===== src/rtl/mem_port_arbiter.sv =====
// mem_port_arbiter: shares one unified memory port between instruction fetch
// and the EX/MEM data requester. One grant at a time, request held stable
// until memReady, one-cycle valid pulses back to the requesters, fetch
// cancellation on flush, and a bound on fetch starvation.
//
// Handshake semantics: requesters hold their level request (fetchReq,
// dataRead/dataWrite) with stable address/data until their one-cycle valid
// pulse; during that valid cycle the same requester is masked from a new
// grant. On the memory side memReq and its payload are registered and stay
// constant until the cycle memReady is sampled high; memRData is only
// consumed in that cycle.
module mem_port_arbiter #(
    parameter int width     = 32,
    parameter int starveMax = 4
) (
    input  logic             clk,
    input  logic             rst,
    input  logic             fetchReq,
    input  logic [width-1:0] fetchAddr,
    input  logic             fetchFlush,
    output logic             fetchValid,
    output logic [width-1:0] fetchData,
    input  logic             dataRead,
    input  logic             dataWrite,
    input  logic [width-1:0] dataAddr,
    input  logic [2:0]       dataMode,
    input  logic [width-1:0] dataWData,
    output logic             dataValid,
    output logic [width-1:0] dataRData,
    output logic             stallOut,
    output logic             memReq,
    output logic             memWrite,
    output logic [width-1:0] memAddr,
    output logic [2:0]       memMode,
    output logic [width-1:0] memWData,
    input  logic             memReady,
    input  logic [width-1:0] memRData,
    output logic [1:0]       dbgState
);

    localparam int cnt_w = $clog2(starveMax + 1);
    localparam logic [cnt_w-1:0] starve_limit = cnt_w'(starveMax);

    typedef enum logic [1:0] {
        IDLE  = 2'd0,
        DATA  = 2'd1,
        FETCH = 2'd2,
        DROP  = 2'd3
    } state_t;

    state_t           state;
    state_t           next_state;
    logic [cnt_w-1:0] starve_cnt;
    logic             data_elig;
    logic             fetch_elig;
    logic             grant_data;
    logic             grant_fetch;

    // A requester whose valid pulse is out this cycle is not re-granted yet.
    assign data_elig  = (dataRead | dataWrite) & ~dataValid;
    assign fetch_elig = fetchReq & ~fetchValid & ~fetchFlush;
    assign stallOut   = (dataRead | dataWrite) & ~dataValid;
    assign dbgState   = state;

    // Grant decision and next-state selection.
    always_comb begin
        next_state  = state;
        grant_data  = 1'b0;
        grant_fetch = 1'b0;
        case (state)
            IDLE: begin
                if (data_elig && (!fetch_elig || starve_cnt < starve_limit)) begin
                    grant_data = 1'b1;
                    next_state = DATA;
                end else if (fetch_elig) begin
                    grant_fetch = 1'b1;
                    next_state  = FETCH;
                end
            end
            DATA: begin
                if (memReady) next_state = IDLE;
            end
            FETCH: begin
                // A flush with no ack yet must still wait out the memory access.
                if (memReady)        next_state = IDLE;
                else if (fetchFlush) next_state = DROP;
            end
            DROP: begin
                if (memReady) next_state = IDLE;
            end
            default: next_state = IDLE;
        endcase
    end

    // State register.
    always_ff @(posedge clk or posedge rst) begin
        if (rst) state <= IDLE;
        else     state <= next_state;
    end

    // Memory-port request registers, response registers and starvation counter.
    always_ff @(posedge clk or posedge rst) begin
        if (rst) begin
            memReq     <= 1'b0;
            memWrite   <= 1'b0;
            memAddr    <= '0;
            memMode    <= 3'h0;
            memWData   <= '0;
            fetchValid <= 1'b0;
            fetchData  <= '0;
            dataValid  <= 1'b0;
            dataRData  <= '0;
            starve_cnt <= '0;
        end else begin
            fetchValid <= 1'b0;
            dataValid  <= 1'b0;
            case (state)
                IDLE: begin
                    if (grant_data) begin
                        memReq     <= 1'b1;
                        memWrite   <= dataWrite;
                        memAddr    <= dataAddr;
                        memMode    <= dataMode;
                        memWData   <= dataWData;
                        // Count only data grants that jumped ahead of a waiting fetch.
                        starve_cnt <= fetch_elig ? starve_cnt + cnt_w'(1) : '0;
                    end else if (grant_fetch) begin
                        memReq     <= 1'b1;
                        memWrite   <= 1'b0;
                        memAddr    <= fetchAddr;
                        memMode    <= 3'h2;
                        starve_cnt <= '0;
                    end else begin
                        memReq <= 1'b0;
                    end
                end
                DATA: begin
                    if (memReady) begin
                        memReq    <= 1'b0;
                        dataValid <= 1'b1;
                        if (!memWrite) dataRData <= memRData;
                    end
                end
                FETCH: begin
                    if (memReady) begin
                        memReq <= 1'b0;
                        if (!fetchFlush) begin
                            fetchValid <= 1'b1;
                            fetchData  <= memRData;
                        end
                    end
                end
                DROP: begin
                    if (memReady) memReq <= 1'b0;
                end
                default: memReq <= 1'b0;
            endcase
        end
    end

endmodule


===== config.mk =====
export PLATFORM = sky130hd
export DESIGN_NAME = mem_port_arbiter
export DESIGN_NICKNAME = d
export VERILOG_FILES = /design/src/rtl/mem_port_arbiter.sv
export SDC_FILE = /design/constraint.sdc
export NUM_CORES = 1
export LEC_CHECK = 0
export ABC_CLOCK_PERIOD_IN_PS = 8100
export CAP_MARGIN = 10
export CORE_MARGIN = 3
export CORE_UTILIZATION = 43
export CTS_CLUSTER_DIAMETER = 40
export CTS_CLUSTER_SIZE = 16
export DETAILED_ROUTE_END_ITERATION = 12
export PLACE_DENSITY = 0.93
export SYNTH_ARGS = -nofsm -noshare
export SYNTH_HDL_FRONTEND = slang
export SYNTH_SLANG_ARGS = --single-unit

===== constraint.sdc =====
create_clock -name clk -period 8.1 [get_ports clk]
set_clock_uncertainty 0.2 [all_clocks]
set_input_delay 1.62 -clock clk [delete_from_list [all_inputs] [get_ports clk]]
set_output_delay 1.62 -clock clk [all_outputs]
set_load 0.005 [all_outputs]

# Word-level counts from Yosys, hierarchy flattened
# Index checks and enable logic that the tools add are counted.
# word_totals
register_bits	140
latch_bits	0
ramBits	0
rom_bits	0
inputBits	138
out_inout_bits	138
elab_cells	69
mem_count	0
# classes
add_sub_neg	1
multipliers	0
div	0
n_lt_le_gt_ge	1
eq_ne	7
shifts	0
n_mux	29
bitwise_logic	8
n_reduce_logical	12
# op_table
cell	count
32-bit two-way mux	2
1-bit two-way mux	15
3-bit two-way mux	5
2-bit two-way mux	5
3-bit AND reduction	3
3-bit inequality test, second input constant	2
2-bit case mux with 3 select lines	1
2-bit == test, second input constant	2
2-bit by 1-bit inequality test with 1-bit output, second input constant	2
1-bit NOT	4
2-bit AND reduction	2
3-bit by 1-bit adder with 3-bit output, second input constant	1
1-bit AND	3
3-bit < comparator, second input constant	1
3-bit OR reduction	1
2-bit by 1-bit == test with 1-bit output, second input constant	1
2-bit zero test	1
1-bit case mux with 2 select lines	1
2-bit nonzero test	1
2-bit OR reduction	1
1-bit logical AND	1
1-bit zero test	1
1-bit logical OR	1
1-bit OR	1

# Longest topological paths before layout
# logic_depth
depth_word	11
depth_mapped	7
ltp_nobuf	5

# Worst setup path before layout
# No wires, ideal clock.
# synth_timing
path_type	input to output
startpoint	in dataRead
endpoint	out stallOut
arrival_time_ns	2.007
required_time_ns	6.280
setup_slack_ns	4.273
cell_stages	2
path_buffers	0
path_cell_list	o21bai_1 inv_1
# synth_via
elab_chain_cells	2
# synth_lines
item	line	source
start, declared	23	input logic dataRead,
1-bit OR	62	assign stallOut = (dataRead | dataWrite) & ~dataValid;
1-bit AND	62	
end, declared	30	output logic stallOut,
# Every way passes these cells.

# Final worst setup path
# layout_timing
startpoint	in dataWrite
endpoint	out stallOut
# layout_via
elab_chain_cells	2
# layout_lines
item	line	source
start, declared	24	input logic dataWrite,
1-bit OR	62	
1-bit AND	62	
# Every way passes these cells.

==> summary.md <==
| Metric | Value |
|---|---|
| Starting Density | 44.8% |
| Synth async-reset ratio | 100% |
| Syn Inst Count | 391 |
| Core area | 0.0122 mm2 |
| Worst Tran Pin Value | 1170 ps |
| Largest net degree at the start of global routing | 77 |
| Setup bufs post-CTS | 0 |
| Nets | between 800 and 900 |
| Fillers | 840 |
| CTS Buffer Depth | 2 |
| Cell mode on critical path | clkdlybuf4s50_1 |
| CP Depth | 4 |
| Largest fanout on the critical path | 3 |
| Reg-to-reg setup timing slack | 5310 ps |
| I/O pin total | 276 |
| Crit-path max cell delay | 530 ps |
| H-tree depth | 4 |
| Die area | 0.0141 mm2 |
| CTS clk-pin slew, worst paths | 50 ps |
| Gates resized, CTS repair | 0 |
| Largest family of logic cells by synthesized area | multiplexers |
| Area share of fa/ha/maj cells after synthesis | 0.229% |
| First-pass GRT wire length | 26200 um |
| Inst Count DP | ~810 |
| IO buf count | approximately 280 |
| Vias | about 4300 |
| Storage cell area | 0.00350 mm2 |
| Initial antenna violation count | 0 |
| Hpwl dp | 11900 um |
| Slowest stage cell, crit path | clkdlybuf4s50_1 |
| Number of synthesized flops with an enable pin | 0 |
| Die Y | 119 um |
| Tot Pwr | 3.52 mW |
| Drt initial violations | 292 |
| Worst path arrival time | 3190 ps |
| Fraction of the mapped netlist area in compound gates | 8.88% |
| Endpoint class of the critical path | primary output |
| Global Route met1 Usage | 25.1% |
| Total GRT Usage | a little under a quarter |
| Clk_lat worst skew | around 410 ps |
| Met3 global-route usage | a little under a tenth |
| Flops & latches, synth | 140 |
| Worst r2r dst | memWData[28]$_DFFE_PP0P_ |
| Met2 Use GR | 43.1% |
| Crit start category | input port |
| Synth warn | 0 |
| Hold WC Path Type | register to register |
| Placer's final routability congestion estimate | 0.768 |
| Setup TNS | 0 ps |
| DRT Pass-1 Iters | 4 |
| Critical path class | input port to primary output |
| Fmax | 200 MHz |
| Area of the multi-input gates | 0.00180 mm2 |
| Vias in the first global route | 4740 |
| Crit path buf inv count | 3 |
| VDD IR max | 0.209 mV |
| CTS buffer count | 17 |
| Drt drc | 0 |
| Sink Count | 140 |
| Avg Cell Area, Syn | 14.0 um2 |
| CP top delay family | buffers and inverters |
| Max-slew violations | 0 |
| Final WL | approximately 17000 um |
| Final min period | 5010 ps |
| Worst EP required | around 6300 ps |
| CTS tree | built |
| Fin. Hold Viols | 0 |
| RSZ-0062 raised after global routing | false |
| Leak | 3.69 nW |
| Synth unique cells | 26 |
| Hold Startpoint | starve_cnt[0]$_DFFE_PP0P_ |
| Simple-gate share of the synthesized area | 3.73% |
| Die width | ~120 um |
| Mux cell area share after synthesis | 19.8% |
| Mapped cell area | 0.00547 mm2 |
| Hold Crit Endpoint | starve_cnt[0]$_DFFE_PP0P_ |
| FP Rows | 40 |
| Seq/Total Area, Yosys | 64.1% |
| GR Overflow Total | 0 |
| Tcrit/Tclk final | 61.9% |
| Share of cells above drive strength 1 | 19.8% |
| Post-Synth XOR/XNOR Area | 0% |
| Diode count | 0 |
| WHS Path Cells | 1 |
| DR vias/cell | 5.09 |
| Root buffer cell | clkbuf_16 |
| Final Non-Filler Cells | 845 |
| R2r startpoint | dataValid$_DFF_PP0_ |
| WL per Instance | 19.6 um |
| CTS Hold Bufs | 0 |
| Syn-to-layout area delta | 62.4% |
| Relative slew slack | between 20% and 30% |
| Setup violators final | 0 |
| Antenna-violating nets left | 0 |
| Net Count, Synth | 530 |
| Top FF cell, synth | dfrtp_1 |
| R2R cell count | 4 |
| Most Used Layer, Global Route | met2 |
| CP Cell Sequence | clkdlybuf4s50_1 > o21bai_1 > inv_1 > clkdlybuf4s50_1 |
| Max-cap viol count | 0 |
| Outcome | complete, no violations |
| Power Density | between 300 and 400 mW/mm2 |
==> registers in the layout, summed over array words and instances, names as in the netlist <==
signal      flops
dataRData      32
memWrite        1
memWData       32
memMode         3
fetchData      32
fetchValid      1
dbgState        2
starve_cnt      3
dataValid       1
memAddr        32
memReq          1
==> layer usage <==
metal | vias up | wire, um
met4 | 0 | 371
met1 | 2128 | 5950
li1 | 1944 | -
met2 | 206 | 8810
met3 | 26 | 1440
met5 | - | 0
==> how the worst max path moves through the flow <==
stage,startpoint,to,slack (ps)
floorplan,rst,dataRData[0]$_DFFE_PP0P_,2530
global placement,dataWrite,stallOut,3170
detailed placement,dataWrite,stallOut,3130
CTS,dataWrite,stallOut,3120
global route,dataWrite,stallOut,3080
finish,dataWrite,stallOut,3090
==> kinds of logic after synthesis <==
family | count (synthesis)
fa+ha+maj | 1
buf+inv | 30
simple gates | 45
compound gates | 79
flops | 140
mux | 96
==> layout make-up <==
cell class / count / share of cell area (%)
Tap cell: 168 / 2.37
Sequential cell: 140 / 39.4
Multi-Input combinational cell: 221 / 20.3
Clock buffer: 25 / 5.58
Clock inverter: 7 / 0.704
Inverter: 4 / 0.225
Timing Repair Buffer: 280 / 31.4
==> synthesized netlist by cell type, drive strengths merged, types with 2 or more instances <==
master  number  area, um2
a22o         3       26.3
buf         19        139
clkbuf       7       27.5
dfrtp      140       3500
inv          4       15.0
mux2        96       1080
nand2       37        139
nor2         3       11.3
o21ai       37        185
o21bai       2       15.0
o22ai       32        200
==> cells in the final DEF, fill, tap and decap left out, types with 2 or more instances in the layout <==
cell and n:
mux2_2 95, o21ai_0 3, dfrtp_1 140, o22ai_1 32, buf_4 5, nor2_1 3
clkbuf_16 17, o21ai_1 33, clkbuf_1 4, clkbuf_8 4, nand2_1 37, o21bai_1 2
inv_1 3, clkdlybuf4s50_1 275, clkinv_2 5, a22o_1 3
==> power by group <==
part | internal [mW] | switching [mW]
Clock | 0.452 | 0.273
Combinational | 0.960 | 0.585
Sequential | 1.05 | 0.200
Total | 2.46 | 1.06
==> per-stage QoR <==
step	area [um2]	setup WS (ps)	util, %	hold WS (ps)
2_1_floorplan	5470	2530	-	250
6_report	8880	3090	72.7	274
3_3_place_gp	8320	3170	68.2	268
3_5_place_dp	8320	3130	68.2	274
5_1_grt	8880	3080	72.7	300
4_1_cts	8880	3120	72.7	280
(Power assumes the default switching activity.)
